--- src/rtl/fx_pkg.sv ---
// fx_pkg: shared types and defaults for the effects EQ controller.
// Build option: FX_EQ_RAMP_EN selects ramped band updates.
package fx_pkg;

  localparam int EQ_PARAM_W   = 7;
  localparam int EQ_RAMP_STEP = 4;

  localparam logic [EQ_PARAM_W-1:0] EQ_UNITY =
    {1'b1, {(EQ_PARAM_W-1){1'b0}}};

  typedef enum logic [1:0] {
    EQ_LOW  = 2'd0,
    EQ_MID  = 2'd1,
    EQ_HIGH = 2'd2,
    EQ_PRES = 2'd3
  } eq_band_e;

  typedef enum logic [1:0] {
    ST_INIT  = 2'd0,
    ST_IDLE  = 2'd1,
    ST_EVAL  = 2'd2,
    ST_WRITE = 2'd3
  } fx_eq_ctrl_state_e;

endpackage

--- src/rtl/fx_eq_ramp_step.sv ---
// fx_eq_ramp_step: next applied value for one band.
// FX_EQ_RAMP_EN limits each move to RAMP_STEP; otherwise jump to target.
module fx_eq_ramp_step
  import fx_pkg::*;
#(
  parameter int PARAM_W   = EQ_PARAM_W,
  parameter int RAMP_STEP = EQ_RAMP_STEP
) (
  input  logic [PARAM_W-1:0] cur,
  input  logic [PARAM_W-1:0] tgt,
  output logic [PARAM_W-1:0] next
);

`ifdef FX_EQ_RAMP_EN
  localparam bit RampOn = 1'b1;
`else
  localparam bit RampOn = 1'b0;
`endif

  localparam logic [PARAM_W-1:0] STEP =
    PARAM_W'(RAMP_STEP);

  logic               w_up;
  logic [PARAM_W-1:0] w_diff;
  logic               w_small;

  assign w_up   = tgt > cur;
  assign w_diff = w_up ? (tgt - cur)
                       : (cur - tgt);

  // A step larger than the gap would overshoot,
  // so the gap itself is taken instead.
  assign w_small =
    32'(w_diff) <= $unsigned(RAMP_STEP);

  // Far targets move one step; no wrap is possible
  // because the step is strictly inside the gap.
  always_comb begin
    next = tgt;
    if (RampOn && !w_small) begin
      next = w_up ? (cur + STEP) : (cur - STEP);
    end
  end

endmodule

--- src/rtl/fx_eq_ctrl.sv ---
// fx_eq_ctrl: turns gain snapshots into EQ band writes.
// Build option: FX_EQ_RAMP_EN (ramped updates via fx_eq_ramp_step).
module fx_eq_ctrl
  import fx_pkg::*;
#(
  parameter int PARAM_W   = EQ_PARAM_W,
  parameter int RAMP_STEP = EQ_RAMP_STEP
) (
  input  logic               clk,
  input  logic               reset,
  input  logic               sample_en,
  input  logic [PARAM_W-1:0] fx_low_gain,
  input  logic [PARAM_W-1:0] fx_mid_gain,
  input  logic [PARAM_W-1:0] fx_high_gain,
  input  logic [PARAM_W-1:0] fx_presence,
  output logic               coef_valid,
  input  logic               coef_ready,
  output logic [1:0]         coef_band,
  output logic [PARAM_W-1:0] coef_data,
  output logic               busy,
  output logic               overrun
);

  localparam logic [PARAM_W-1:0] UNITY =
    {1'b1, {(PARAM_W-1){1'b0}}};

  fx_eq_ctrl_state_e  r_state;
  logic [1:0]         r_idx;
  logic [PARAM_W-1:0] r_cur [4];
  logic [PARAM_W-1:0] r_tgt [4];
  logic               r_valid;
  eq_band_e           r_band;
  logic [PARAM_W-1:0] r_data;
  logic               r_ovr;

  logic [PARAM_W-1:0] w_cur;
  logic [PARAM_W-1:0] w_tgt;
  logic [PARAM_W-1:0] w_next;
  logic               w_last;
  logic               w_hs;

  assign w_cur  = r_cur[r_idx];
  assign w_tgt  = r_tgt[r_idx];
  assign w_last = (r_idx == 2'd3);
  assign w_hs   = r_valid & coef_ready;

  fx_eq_ramp_step #(
    .PARAM_W   (PARAM_W),
    .RAMP_STEP (RAMP_STEP)
  ) u_step (
    .cur  (w_cur),
    .tgt  (w_tgt),
    .next (w_next)
  );

  // Band sequencer: unity init, snapshot, per-band
  // compare and held write until accepted.
  always_ff @(posedge clk) begin
    if (reset) begin
      r_state <= ST_INIT;
      r_idx   <= 2'd0;
      r_valid <= 1'b0;
      r_band  <= EQ_LOW;
      r_data  <= UNITY;
      for (int i = 0; i < 4; i++) begin
        r_cur[i] <= UNITY;
        r_tgt[i] <= UNITY;
      end
    end else begin
      unique case (r_state)
        ST_INIT: begin
          if (!r_valid) begin
            r_valid <= 1'b1;
            r_band  <= eq_band_e'(r_idx);
            r_data  <= UNITY;
          end else if (w_hs) begin
            r_cur[r_idx] <= r_data;
            r_valid      <= 1'b0;
            r_idx        <= r_idx + 2'd1;
            if (w_last) r_state <= ST_IDLE;
          end
        end
        ST_IDLE: begin
          if (sample_en) begin
            r_tgt[0] <= fx_low_gain;
            r_tgt[1] <= fx_mid_gain;
            r_tgt[2] <= fx_high_gain;
            r_tgt[3] <= fx_presence;
            r_idx    <= 2'd0;
            r_state  <= ST_EVAL;
          end
        end
        ST_EVAL: begin
          if (w_cur == w_tgt) begin
            r_idx <= r_idx + 2'd1;
            if (w_last) r_state <= ST_IDLE;
          end else begin
            r_valid <= 1'b1;
            r_band  <= eq_band_e'(r_idx);
            r_data  <= w_next;
            r_state <= ST_WRITE;
          end
        end
        ST_WRITE: begin
          if (w_hs) begin
            r_cur[r_idx] <= r_data;
            r_valid      <= 1'b0;
            r_idx        <= r_idx + 2'd1;
            r_state      <= w_last ? ST_IDLE
                                   : ST_EVAL;
          end
        end
        default: r_state <= ST_INIT;
      endcase
    end
  end

  // A strobe seen outside IDLE is lost; flag it
  // one cycle later.
  always_ff @(posedge clk) begin
    if (reset) begin
      r_ovr <= 1'b0;
    end else begin
      r_ovr <= sample_en && (r_state != ST_IDLE);
    end
  end

  assign coef_valid = r_valid;
  assign coef_band  = r_band;
  assign coef_data  = r_data;
  assign busy       = (r_state != ST_IDLE);
  assign overrun    = r_ovr;

endmodule

--- config.mk ---
export PLATFORM = sky130hd
export DESIGN_NAME = fx_eq_ctrl
export DESIGN_NICKNAME = d
export VERILOG_FILES = /design/src/rtl/fx_pkg.sv /design/src/rtl/fx_eq_ramp_step.sv /design/src/rtl/fx_eq_ctrl.sv
export SDC_FILE = /design/constraint.sdc
export NUM_CORES = 1
export LEC_CHECK = 0
export CAP_MARGIN = 20
export CORE_ASPECT_RATIO = 1.25
export CORE_MARGIN = 2
export CORE_UTILIZATION = 45
export CTS_BUF_LIST = sky130_fd_sc_hd__clkbuf_16
export CTS_CLUSTER_SIZE = 25
export DETAILED_ROUTE_END_ITERATION = 10
export GPL_TIMING_DRIVEN = 0
export HOLD_SLACK_MARGIN = 0.08
export PLACE_DENSITY_LB_ADDON = 0.12
export SKIP_CTS_REPAIR_TIMING = 1
export SYNTH_ARGS = -nofsm -noshare
export SYNTH_HDL_FRONTEND = slang
export SYNTH_SLANG_ARGS = --single-unit
--- constraint.sdc ---
create_clock -name clk -period 3.9 [get_ports clk]
set_input_delay 1.17 -clock clk [delete_from_list [all_inputs] [get_ports clk]]
set_output_delay 1.17 -clock clk [all_outputs]
set_load 0.03 [all_outputs]
==> results.json, run 1 <==
{
  "cts_max_level": 3,
  "finalSetupViolCount": 0,
  "synth_seq_cells": 73,
  "synth_common_cells": "edfxtp_1, and2_1, nand2_1",
  "avgRoutedWirePerCell_microns": 15.8,
  "area_growth_pct": 24.9,
  "startpoint_type": "primary input",
  "synthArstFlopShare": 0,
  "dieArea_sq_um": 8530,
  "tritoncts": "yes",
  "synth_top_area_cell": "edfxtp_1",
  "finalHoldViolations": 0,
  "finalInstanceArea_sq_um": 4380,
  "synth_area_leaders": "edfxtp_1, dfxtp_1, and2_1",
  "startpoint": "coef_ready",
  "avgViaCountPerCell": 5.06,
  "hold_ws_ps": 466,
  "root_buffer": "clkbuf_16",
  "cp_data_arrival_time_ps": 3370,
  "numPortBuffers": 42,
  "crit_required_ps": 3910,
  "grt_setup_unrepaired": "false",
  "clk_pin_slew_worst_paths_ps": 60,
  "crit_type": "in -> reg",
  "switching_share": 0.211,
  "p_seq_frac": 0.479,
  "grt_pass1_wl_microns": 10500,
  "synth_most_common_cell": "edfxtp_1",
  "cts_buffers": 9,
  "die_w_microns": 83.0,
  "drv_slew": 0,
  "drv_cap": 0,
  "cts_max_path_buffers": 2,
  "drc": 0,
  "placementRows": 36,
  "drive_above_1_share": 0.111,
  "grt_usage": 0.164,
  "gp_congestion": 0.788,
  "initialDrtViolationCount": 105,
  "power.density_nw_per_um2": 412,
  "diodes": 0,
  "hold_class": "reg -> reg",
  "p_int_mw": 1.43,
  "yosysWarnings": 0,
  "syn_avg_cell_area_sq_um": 13.8,
  "grt_max_degree": 29,
  "period_share": 0.860,
  "first_pass_iters": 4,
  "combPwrFrac": 0.080,
  "clk-insertion-delay-late_ps": 320,
  "layoutNonFillerInstCount": 411,
  "layout.nets": 350,
  "netlist_area_sq_um": 3510,
  "ant_nets": 0,
  "critPathSlowestCell": "nor3b_1",
  "rr_startpoint": "r_state[1]",
  "fmax_mhz": 298,
  "synth_cells": 255,
  "power.switching_mw": 0.380,
  "setup_tns_ps": 0,
  "crit_chain": "clkdlybuf4s50_1, nand2_1, nor3_1, nor3b_1, or2_2",
  "place_area_sq_um": 4050,
  "leakagePower_nw": 1.62,
  "initial_core_util": 0.456,
  "die_y_microns": 103,
  "worstHoldStart": "coef_band[0]",
  "dpl.hpwl_microns": 4700,
  "yosysTopAreaCellShare": 0.479,
  "ys_dominant_reg_cell": "edfxtp_1",
  "dp_cells": 393,
  "io-pin-count": 44,
  "status": "completed",
  "grt_pass1_vias": 2136,
  "end_kind": "register",
  "finalCriticalPeriod_ps": 3360,
  "antenna_found_initial": 0,
  "relSlewSlack": 0.421,
  "power_frac_clock": 0.441,
  "synth_edf_count": 56,
  "worst_pin_slew_ps": 867,
  "cts_sinks": 73,
  "overflow": 0,
  "synth_cell_type_count": 42,
  "cpPeakStageDelay_ps": 770,
  "crit_fanout": 8,
  "finalClockSkew_ps": 9.61,
  "ys_seq_area_frac": 0.576,
  "n_fill_cell": 645,
  "syn_nets": 294,
  "wirelength_microns": 6480,
  "peakVddDrop_mv": 0.217,
  "core_sq_um": 7700,
  "vias": 2081
}
metal layers:
layer  up-vias  wire, microns  part of all wire  global-route usage
met2        42           3370              0.52               0.290
li1       1044              -                 -                   -
met4         0            116             0.018              0.0845
met1       983           2790              0.43               0.194
met5         -              0                 0                   0
met3        12            203             0.031              0.0296
logic make-up after synthesis:
family                   synth area share
AO/OA/AOI/OAI                      0.0467
XOR/XNOR                           0.0175
buffers and inverters              0.0232
multiplexers                        0.134
flip-flops                          0.576
adder cells (fa/ha/maj)            0.0250
AND/OR/NAND/NOR                     0.178
critical path: cells and delay by family:
kind          cells  cell delay, ps
simple gates      4            1700
buf+inv           1             500
cells in the final DEF (no fill, tap or decap), drive strengths merged, types with 2 or more instances in the layout:
master         netlist  final
edfxtp              56     56
and2                49     49
clkdlybuf4s50        0     42
nand2               22     22
dfxtp               17     17
clkbuf               6     15
mux4                14     14
mux2i               12     12
nand2b              10     10
inv                  5      8
nor2                 7      7
xor2                 7      7
ha                   7      7
buf                  3      6
a21oi                5      5
nor3                 3      3
or2                  3      3
nor2b                3      3
o21ai                3      3
a21o                 3      3
clkinv               1      3
and3b                2      2
o21a                 2      2
and3                 2      2
nor4                 2      2
stage by stage:
stage | power, mW | worst slack (ps) | utilization
2_1_floorplan | 0.967 | 1010 | -
3_3_place_gp | 1.02 | -293 | 0.526
3_5_place_dp | 1.03 | -279 | 0.526
4_1_cts | 1.82 | 20.7 | 0.565
5_1_grt | 1.87 | 341 | 0.569
6_report | 1.81 | 544 | 0.569
state kept, by name, indices dropped and copies added, names as in the netlist, named ones only:
name	count
r_cur	28
r_tgt	28
coef_data	7
coef_band	2
r_idx	2
r_state	2
coef_valid	1
overrun	1
layout make-up:
type	count	area, sq um	area share
sequential	73	2020	0.461
multi-input combinational	167	1410	0.321
timing repair buffer	45	458	0.104
clock buffer	9	225	0.0514
tap	95	119	0.0271
clock inverter	7	71.3	0.0163
buffer	9	58.8	0.0134
inverter	6	22.5	0.00514
power by group through the flow:
stage                     registers (mW)  clock network, mW  logic [mW]
after global routing               0.868              0.844       0.157
after CTS                          0.866              0.813       0.144
after detailed placement           0.882                  0       0.143
after global placement             0.881                  0       0.142
final                              0.865              0.796       0.144
after floorplan                    0.882                  0      0.0843
path summary, 6_finish.rpt:
path	end	slack (ps)	depth (start not counted)
worst min-delay path	coef_band[0]	470	2
worst max register to register	r_cur[0][1]	1220	6
worst max-delay path	r_cur[0][1]	540	5
worst min register to register	coef_band[0]	470	2
(Power assumes the default switching activity.)
==> run 2: changes to the inputs <==
Settings changed: SLEW_MARGIN set to 0, TNS_END_PERCENT set to 20.
==> results of run 2 <==
No change in the layout: final DEF, timing and power equal those of run 1.
==> run 3: changes to the inputs <==
Settings changed: PLACE_DENSITY set to 0.75, PLACE_DENSITY_LB_ADDON 0.12 to unset.
==> results.json, run 3 (synthesized netlist as in run 1, its figures left out) <==
{
  "relSlewSlack": 0.344,
  "reg2reg_slack_ps": 1060,
  "drive_above_1_share": 0.108,
  "initial_core_util": 0.456,
  "place_area_sq_um": 4050,
  "fmax_mhz": 284,
  "leakagePower_nw": 1.63,
  "dieArea_sq_um": 8530,
  "first_pass_iters": 4,
  "multi_input_area_sq_um": 1410,
  "crit_type": "in -> reg",
  "finalClockSkew_ps": 7.71,
  "final_cell_mix": "edfxtp_1, and2_1, clkdlybuf4s50_1",
  "clk_pin_slew_worst_paths_ps": 60,
  "diodes": 0,
  "io-pin-count": 44,
  "clk-insertion-delay-late_ps": 330,
  "hold_class": "reg -> reg",
  "power.density_nw_per_um2": 426,
  "final_common_cell": "edfxtp_1",
  "vias": 2136,
  "layout.nets": 349,
  "wl_met2_microns": 3610,
  "wl_met3_microns": 234,
  "status": "completed",
  "grt_max_degree": 29,
  "drv_slew": 0,
  "cts_buffers": 9,
  "root_buffer": "clkbuf_16",
  "crit_fanout": 10,
  "wirelength_microns": 6670,
  "avgRoutedWirePerCell_microns": 16.3,
  "cts_max_path_buffers": 2,
  "end_kind": "register",
  "finalHoldViolations": 0,
  "r2r_cells": 6,
  "grt_pass1_wl_microns": 10900,
  "highest_layer": "met4",
  "overflow": 0,
  "core_sq_um": 7700,
  "ant_nets": 0,
  "cts_max_level": 3,
  "peakVddDrop_mv": 0.354,
  "p_total_mw": 1.87,
  "gp_congestion": 0.781,
  "whs_path_depth": 2,
  "initialDrtViolationCount": 218,
  "tritoncts": "yes",
  "grt_pass1_vias": 2155,
  "worst_pin_slew_ps": 977,
  "seq_area_sq_um": 2020,
  "avgViaCountPerCell": 5.21,
  "period_share": 0.903,
  "fin_util": 0.571,
  "area_growth_pct": 25.3,
  "n_fill_cell": 609,
  "dp_cells": 393,
  "finalSetupViolCount": 0,
  "cp_data_arrival_time_ps": 3540,
  "die_y_microns": 103,
  "layoutNonFillerInstCount": 410,
  "cts_sinks": 73,
  "wl_met1_microns": 2720,
  "dpl.hpwl_microns": 4700,
  "crit_required_ps": 3920,
  "grt_usage": 0.169,
  "drv_cap": 0,
  "numPortBuffers": 42,
  "die_w_microns": 83.0,
  "startpoint_type": "primary input",
  "finalCriticalPeriod_ps": 3520,
  "drc": 0,
  "finalInstanceArea_sq_um": 4400,
  "placementRows": 36,
  "antenna_found_initial": 0,
  "grt_setup_unrepaired": "false"
}
## run 3: cell types whose count changed in the layout (fill, tap and decap cells not counted)
cell / previous run / this run
bufinv_16: 1 / 2
nor3b_2: 0 / 1
nor3b_1: 1 / 0
inv_1: 7 / 8
clkinv_4: 2 / 0
buf_2: 3 / 2
## run 3: per-layer routing
| layer | GRT usage | vias to the layer above |
|---|---|---|
| met5 | 0 | - |
| met4 | 0.0832 | 0 |
| met3 | 0.0336 | 9 |
| met2 | 0.308 | 47 |
| met1 | 0.191 | 1042 |
| li1 | - | 1038 |
## run 3: layout make-up
type | instances | area share
well taps | 95 | 0.0270
repair buffers | 44 | 0.103
clock inverters | 7 | 0.0199
plain buffers | 9 | 0.0134
multi-input cells | 167 | 0.321
flip-flops and latches | 73 | 0.460
clock buffers | 9 | 0.0512
inverters | 6 | 0.00512
## run 3: worst max-delay path, stage by stage
cell and delay [ps]:
clkdlybuf4s50_1 500, nand2_1 130, nor3_1 810, nor3b_2 600, or2_2 330
## run 3: through the flow
step           hold WS (ps)  worst slack, ps  TNS (ps)
2_1_floorplan           503             1010         0
3_5_place_dp            464             -291     -2040
5_1_grt                 491              167         0
3_3_place_gp            455             -249     -1740
4_1_cts                 474             50.5         0
6_report                466              377         0
## run 3: worst paths after layout
kind                start      endpoint
max            coef_ready   r_cur[0][0]
min          coef_band[0]  coef_band[0]
max reg2reg    r_state[1]   r_cur[0][0]
min reg2reg  coef_band[0]  coef_band[0]
## run 3: power by group
group,internal [mW],switching [mW],total (mW)
clock network,0.555,0.307,0.862
logic,0.0744,0.0709,0.145
registers,0.856,0.00924,0.866
total,1.49,0.387,1.87
